**src/rtl/piso_bit_serializer.sv**
```systemverilog
// Parallel-in/serial-out stage: takes WIDTH-bit words over valid/ready and shifts
// them out one bit per Clock, with an optional zero-filled gap after each word.
module piso_bit_serializer #(
  parameter int WIDTH      = 8,
  parameter int MSB_FIRST  = 1,
  parameter int GAP_CYCLES = 0
) (
  input  logic             Clock,
  input  logic             Reset,
  input  logic [WIDTH-1:0] DataIn,
  input  logic             DataValid,
  output logic             DataReady,
  output logic             SerOut,
  output logic             SerValid,
  output logic             Busy,
  output logic             WordDone
);

  // state | meaning
  // IDLE  | no word in flight, ready for a new word
  // SHIFT | presenting payload bits, bit_cnt = index of the bit on SerOut
  // GAP   | zero-filled idle cycles after a word, gap_cnt = gap cycle index
  typedef enum logic [1:0] {
    S_IDLE  = 2'd0,
    S_SHIFT = 2'd1,
    S_GAP   = 2'd2
  } state_t;

  localparam int CW = $clog2(WIDTH);
  localparam int GW = (GAP_CYCLES > 0) ? $clog2(GAP_CYCLES + 1) : 1;

  localparam logic [CW-1:0] BIT_LAST   = CW'(WIDTH - 1);
  localparam logic [CW-1:0] BIT_PENULT = CW'(WIDTH - 2);
  localparam logic [GW-1:0] GAP_LAST   = GW'((GAP_CYCLES > 0) ? GAP_CYCLES - 1 : 0);

  state_t           state;
  logic [WIDTH-1:0] shreg;
  logic [CW-1:0]    bit_cnt;
  logic [GW-1:0]    gap_cnt;
  logic             ser_valid;
  logic             word_done;
  logic             ready_raw;
  logic             accept;
  logic             cur_bit;

  always_comb begin
    ready_raw = 1'b0;
    case (state)
      S_IDLE:  ready_raw = 1'b1;
      S_SHIFT: ready_raw = (GAP_CYCLES == 0) && (bit_cnt == BIT_LAST);
      S_GAP:   ready_raw = (gap_cnt == GAP_LAST);
      default: ready_raw = 1'b0;
    endcase
  end

  // Ready is held low for the whole time Reset is asserted, even though state is IDLE.
  assign DataReady = Reset & ready_raw;
  assign accept    = DataValid & DataReady;

  // The bit on the line always sits at the outgoing end of the shift register.
  assign cur_bit = (MSB_FIRST != 0) ? shreg[WIDTH-1] : shreg[0];

  always_ff @(posedge Clock or negedge Reset) begin
    if (!Reset) begin
      state     <= S_IDLE;
      shreg     <= '0;
      bit_cnt   <= '0;
      gap_cnt   <= '0;
      ser_valid <= 1'b0;
      word_done <= 1'b0;
    end else begin
      word_done <= 1'b0;
      if (accept) begin
        state     <= S_SHIFT;
        shreg     <= DataIn;
        bit_cnt   <= '0;
        gap_cnt   <= '0;
        ser_valid <= 1'b1;
      end else begin
        case (state)
          S_IDLE: begin
            ser_valid <= 1'b0;
          end
          S_SHIFT: begin
            if (bit_cnt == BIT_LAST) begin
              state     <= (GAP_CYCLES > 0) ? S_GAP : S_IDLE;
              shreg     <= '0;
              bit_cnt   <= '0;
              gap_cnt   <= '0;
              ser_valid <= 1'b0;
            end else begin
              shreg     <= (MSB_FIRST != 0) ? {shreg[WIDTH-2:0], 1'b0}
                                            : {1'b0, shreg[WIDTH-1:1]};
              bit_cnt   <= bit_cnt + 1'b1;
              word_done <= (bit_cnt == BIT_PENULT);
            end
          end
          S_GAP: begin
            if (gap_cnt == GAP_LAST) begin
              state   <= S_IDLE;
              gap_cnt <= '0;
            end else begin
              gap_cnt <= gap_cnt + 1'b1;
            end
          end
          default: begin
            state     <= S_IDLE;
            shreg     <= '0;
            bit_cnt   <= '0;
            gap_cnt   <= '0;
            ser_valid <= 1'b0;
          end
        endcase
      end
    end
  end

  assign SerValid = ser_valid;
  assign SerOut   = ser_valid & cur_bit;
  assign WordDone = word_done;
  assign Busy     = (state == S_SHIFT) || (state == S_GAP);

endmodule

```
**config.mk**
```make
export PLATFORM = sky130hd
export DESIGN_NAME = piso_bit_serializer
export DESIGN_NICKNAME = d
export VERILOG_FILES = /design/src/rtl/piso_bit_serializer.sv
export SDC_FILE = /design/constraint.sdc
export NUM_CORES = 1
export LEC_CHECK = 0
export ABC_AREA = 1
export CAP_MARGIN = 20
export CORE_MARGIN = 2
export CORE_UTILIZATION = 52
export CTS_BUF_LIST = sky130_fd_sc_hd__clkbuf_16
export DETAILED_ROUTE_END_ITERATION = 6
export PLACE_DENSITY = 0.81
export SYNTH_ARGS = -nofsm -noshare
export SYNTH_HDL_FRONTEND = slang
export SYNTH_SLANG_ARGS = --single-unit
```
**constraint.sdc**
```tcl
create_clock -name Clock -period 2.4 [get_ports Clock]
set_clock_uncertainty 0.1 [all_clocks]
set_input_delay 0.72 -clock Clock [delete_from_list [all_inputs] [get_ports Clock]]
set_output_delay 0.72 -clock Clock [all_outputs]
set_load 0.05 [all_outputs]
```
-- Word level (Yosys, flattened, before mapping)
Index checks and enable logic that the tools add are counted.
- flip-flop bits (word level): 16
- input bits: 11
- output and inout port bits: 5
- word-level logic and storage cells: 47
- add/sub/neg operators: 2
- eq/ne operators: 9
- muxes and demuxes: 20
- bitwise operators: 4
- reductions and logical operators: 6
- operators by type and width (operator ; number):
    $mux W8 ; 2
    $pmux W8 S2 ; 1
    $mux W1 ; 7
    $eq A3 B3 Y1 const B ; 2
    $mux W2 ; 3
    $mux W3 ; 2
    $ne A3 B3 Y1 const B ; 2
    $pmux W1 S3 ; 2
    $pmux W2 S3 ; 1
    $pmux W3 S2 ; 1
    $ne A2 B2 Y1 const B ; 2
    $reduce_and A2 Y1 ; 2
    $add A3 B1 Y3 const B ; 1
    $and A1 B1 Y1 ; 3
    $reduce_and A3 Y1 ; 1
    $eq A2 B1 Y1 const B ; 1
    $eq A2 B2 Y1 const B ; 1
    $logic_not A2 Y1 ; 1
    $ne A2 B1 Y1 const B ; 1
    $pmux W1 S2 ; 1
    $reduce_or A2 Y1 ; 1
    $add A1 B1 Y1 const B ; 1
    $logic_or A1 B1 Y1 ; 1
    $not A1 Y1 ; 1

-- Logic depth before layout (Yosys ltp)
- word-level depth: 6
- mapped depth: 8
- depth with buffers taken out: 8

-- Least setup slack after synthesis
Ideal clock, no wire load.
- kind: input to output
- start point: input Reset
- end point: output DataReady
- arrival: 1324 ps
- path slack: 256 ps
- stages: 3
- path buffers: 1
- cells stage by stage: buf_6 inv_1 nor2_2
- cells in the longest elaborated chain, start to end: 1
- ends and longest elaborated chain (element ; RTL line ; RTL):
    from (decl) ; 9 ; input logic Reset,
    $and A1 B1 Y1 ; 57 ; assign DataReady = Reset & ready_raw;
    to (decl) ; 12 ; output logic DataReady,
Every way passes these cells.

-- Worst setup path after layout
- start point: register bit_cnt[0]
- end point: output DataReady
- cells in the longest elaborated chain, start to end: 3
- ends and longest elaborated chain (element ; RTL line ; RTL):
    from (decl) ; 38 ; logic [CW-1:0] bit_cnt;
    from (signal assigned) ; 94 ; bit_cnt <= bit_cnt + 1'b1;
    $eq A3 B3 Y1 ; 50 ; S_SHIFT: ready_raw = (GAP_CYCLES == 0) && (bit_cnt == BIT_LAST);
    $pmux W1 S3 ; 48 ; case (state)
    $and A1 B1 Y1 ; 57 ;
Every way passes these cells.

==> run metrics <==
total power=1240 µW; switching pwr=498 µW; Critical Path Fanout Max=9; Mapped Area=778 µm²; Final Net Count=111; fillcell total=107; Hold-fix buffers, CTS=0; Iter 0 DRT Violations=14; # diodes=0; sequential cell area fraction in the yosys report=0.450; Clk pwr share=0.250; GPL Wtd Cong=0.692; dpl cell area=916 µm²; Die X=42.7 µm; Switching Fraction=0.403; number of global-route vias before repair=577; GRT overflow=0; share of layout cells above drive strength 1=0.253; final setup fails=0; Pwr Density=1240 mW/mm²; Comb power frac=0.427; Final Critical Period=2.33 ns; first-pass GRT wire length=2550 µm; status=complete, no violations; Routed WL per cell=14.2 µm; Final period util=0.971; clock sinks=14; post-CTS setup buffers=0; Area contributors post-synth=dfrtp_1, nand3_2, nand2_1; total CTS buffers=3; clock-pin slew on the worst setup and hold paths=0.04 ns; Std-Cell Rows=13; CP Launch Type=flip-flop; Non-Filler Instances=110; internal power=739 µW; mean post-synth cell area=9.85 µm²; Peak Freq=0.429 GHz; Post-Syn Instances=79; Post-synth EDFFs=0; Critical Path AT=1.51 ns; PortBufs=15; most common cell in the synthesized netlist=nand2_1; I/O pin count=16; Routed Antenna Nets=0; Finished Cell Area=0.00100 mm²; Core ar.=0.00135 mm²; max-slew violation count=0; CTS H-Tree Depth=1; Tot GR Track Use=0.186; Die Y=42.7 µm; Max rail drop VDD=0.000720 V; DP HPWL=993 µm; Finished Core Util=0.741; DRT Pass-1 Iters=4; die area=0.00182 mm²; TritonCTS clock tree=yes; critical path class=reg -> out; synth cell count leaders=nand2_1, dfrtp_1, nand3_2; Avg Vias per Cell=5.65; critical path required time=1.58 ns; Setup TNS Final=0 ns; Most used DFF post-synth=dfrtp_1; count of cell types in the netlist=17; number of max-cap violations=0; Routed WL=1560 µm; CP Capture Type=output port; Initial Util=0.576; Async S/R FF share, synth=1.00; Hold Crit Class=in -> async; Final Hold Viols=0; Synthesized Nets=93; Leak Pwr=0.000511 µW; clk root buf=clkbuf_16; initial antenna violation count=0; unrepaired setup endpoints after global routing=false; Synth-to-Final Area Change=28.6%; measured slew at the worst slew-check pin=0.491 ns; placed instance count=107; Skew-Pair Late Insertion Delay=0.24 ns; part of the power in registers=0.323; Rel. slew slack=0.672; Remaining DRCs=0; dominant cell type by area after synthesis=dfrtp_1; largest net degree at the start of global routing=23; Vias=621; Max clock buf depth=2; Yosys reg bits=14; Synth top area share=0.450; synth warn=0
cell usage in the layout, fill, tap and decap left out:
cell	netlist	final
nand2_1	19	19
dfrtp_1	14	14
clkdlybuf4s50_1	0	12
nand3_2	11	11
nand4_1	7	7
inv_1	7	6
nand3_1	6	6
buf_4	1	4
ha_1	3	3
clkbuf_16	0	3
inv_2	1	1
nand2_2	1	1
inv_4	0	1
nor2_4	0	1
nor2_1	1	1
nand3_4	1	1
o21ai_0	1	1
o21ai_1	1	1
dlymetal6s2s_1	0	1
buf_12	1	1
worst max-delay path, stage by stage, from the launching register on:
cell	delay (ns)
dfrtp_1	0.41
ha_1	0.21
ha_1	0.18
inv_1	0.07
nand2_2	0.08
inv_4	0.12
nor2_4	0.05
buf_12	0.14
through the flow:
stage               worst slack, ns  hold WS [ns]
finish                       0.0708         0.409
floorplan                     0.256         0.324
detailed placement          -0.0277         0.400
CTS                          0.0229         0.411
global placement            -0.0375         0.386
global route                0.00195         0.442
registers in the layout, summed over array words and instances (netlist names):
name,cells
shreg,8
bit_cnt,3
SerValid,1
WordDone,1
state,1
repair_timing:
action / in CTS / in global routing
endpoints found under the setup margin: 1 / 1
endpoints found under the hold margin: 0 / 0
pin swaps: 1 / 1
resized for setup: 1 / 3
metal layers:
metal / up-vias / GRT usage / share of wire
met5: - / 0 / 0
met3: 4 / 0.0383 / 0.055
met2: 20 / 0.279 / 0.49
met4: 0 / 0.0938 / 0.019
met1: 304 / 0.253 / 0.44
li1: 293 / - / -
layout make-up:
cell class,count,area [µm²],area share
well taps,15,18.8,0.0188
multi-input cells,52,342,0.341
flip-flops and latches,14,350,0.350
repair buffers,18,183,0.182
inverters,8,32.5,0.0325
clock buffers,3,75.1,0.0750
power by group through the flow:
stage                     sequential [µW]  combinational, µW  clock, µW
after floorplan                       441                338          0
after global placement                392                494          0
after detailed placement              399                511          0
after CTS                             398                527        310
after global routing                  411                576        322
final                                 400                528        309
worst paths after layout:
check | endpoint | slack, ns | startpoint | cells after the start
worst min register to register | shreg[3]$_DFFE_PN0P_ | 0.42 | shreg[2]$_DFFE_PN0P_ | 2
min in group Clock | shreg[3]$_DFFE_PN0P_ | 0.42 | shreg[2]$_DFFE_PN0P_ | 2
worst min-delay path | WordDone$_DFF_PN0_ | 0.41 | Reset | 2
worst max-delay path | DataReady | 0.07 | bit_cnt[0]$_DFFE_PN0P_ | 7
worst max register to register | bit_cnt[0]$_DFFE_PN0P_ | 0.72 | bit_cnt[0]$_DFFE_PN0P_ | 8
max in group asynchronous | shreg[7]$_DFFE_PN0P_ | 1.57 | Reset | 2
cell families (layout without fill, tap and decap cells):
| family | after synthesis | in the layout | synth area share |
|---|---|---|---|
| and+or+nand+nor | 47 | 47 | 0.371 |
| buffers and inverters | 13 | 29 | 0.117 |
| adders and majority gates | 3 | 3 | 0.0482 |
| DFF | 14 | 14 | 0.450 |
| AOI/OAI and AO/OA | 2 | 2 | 0.0128 |
No activity file was read; power rests on OpenSTA's default activity.
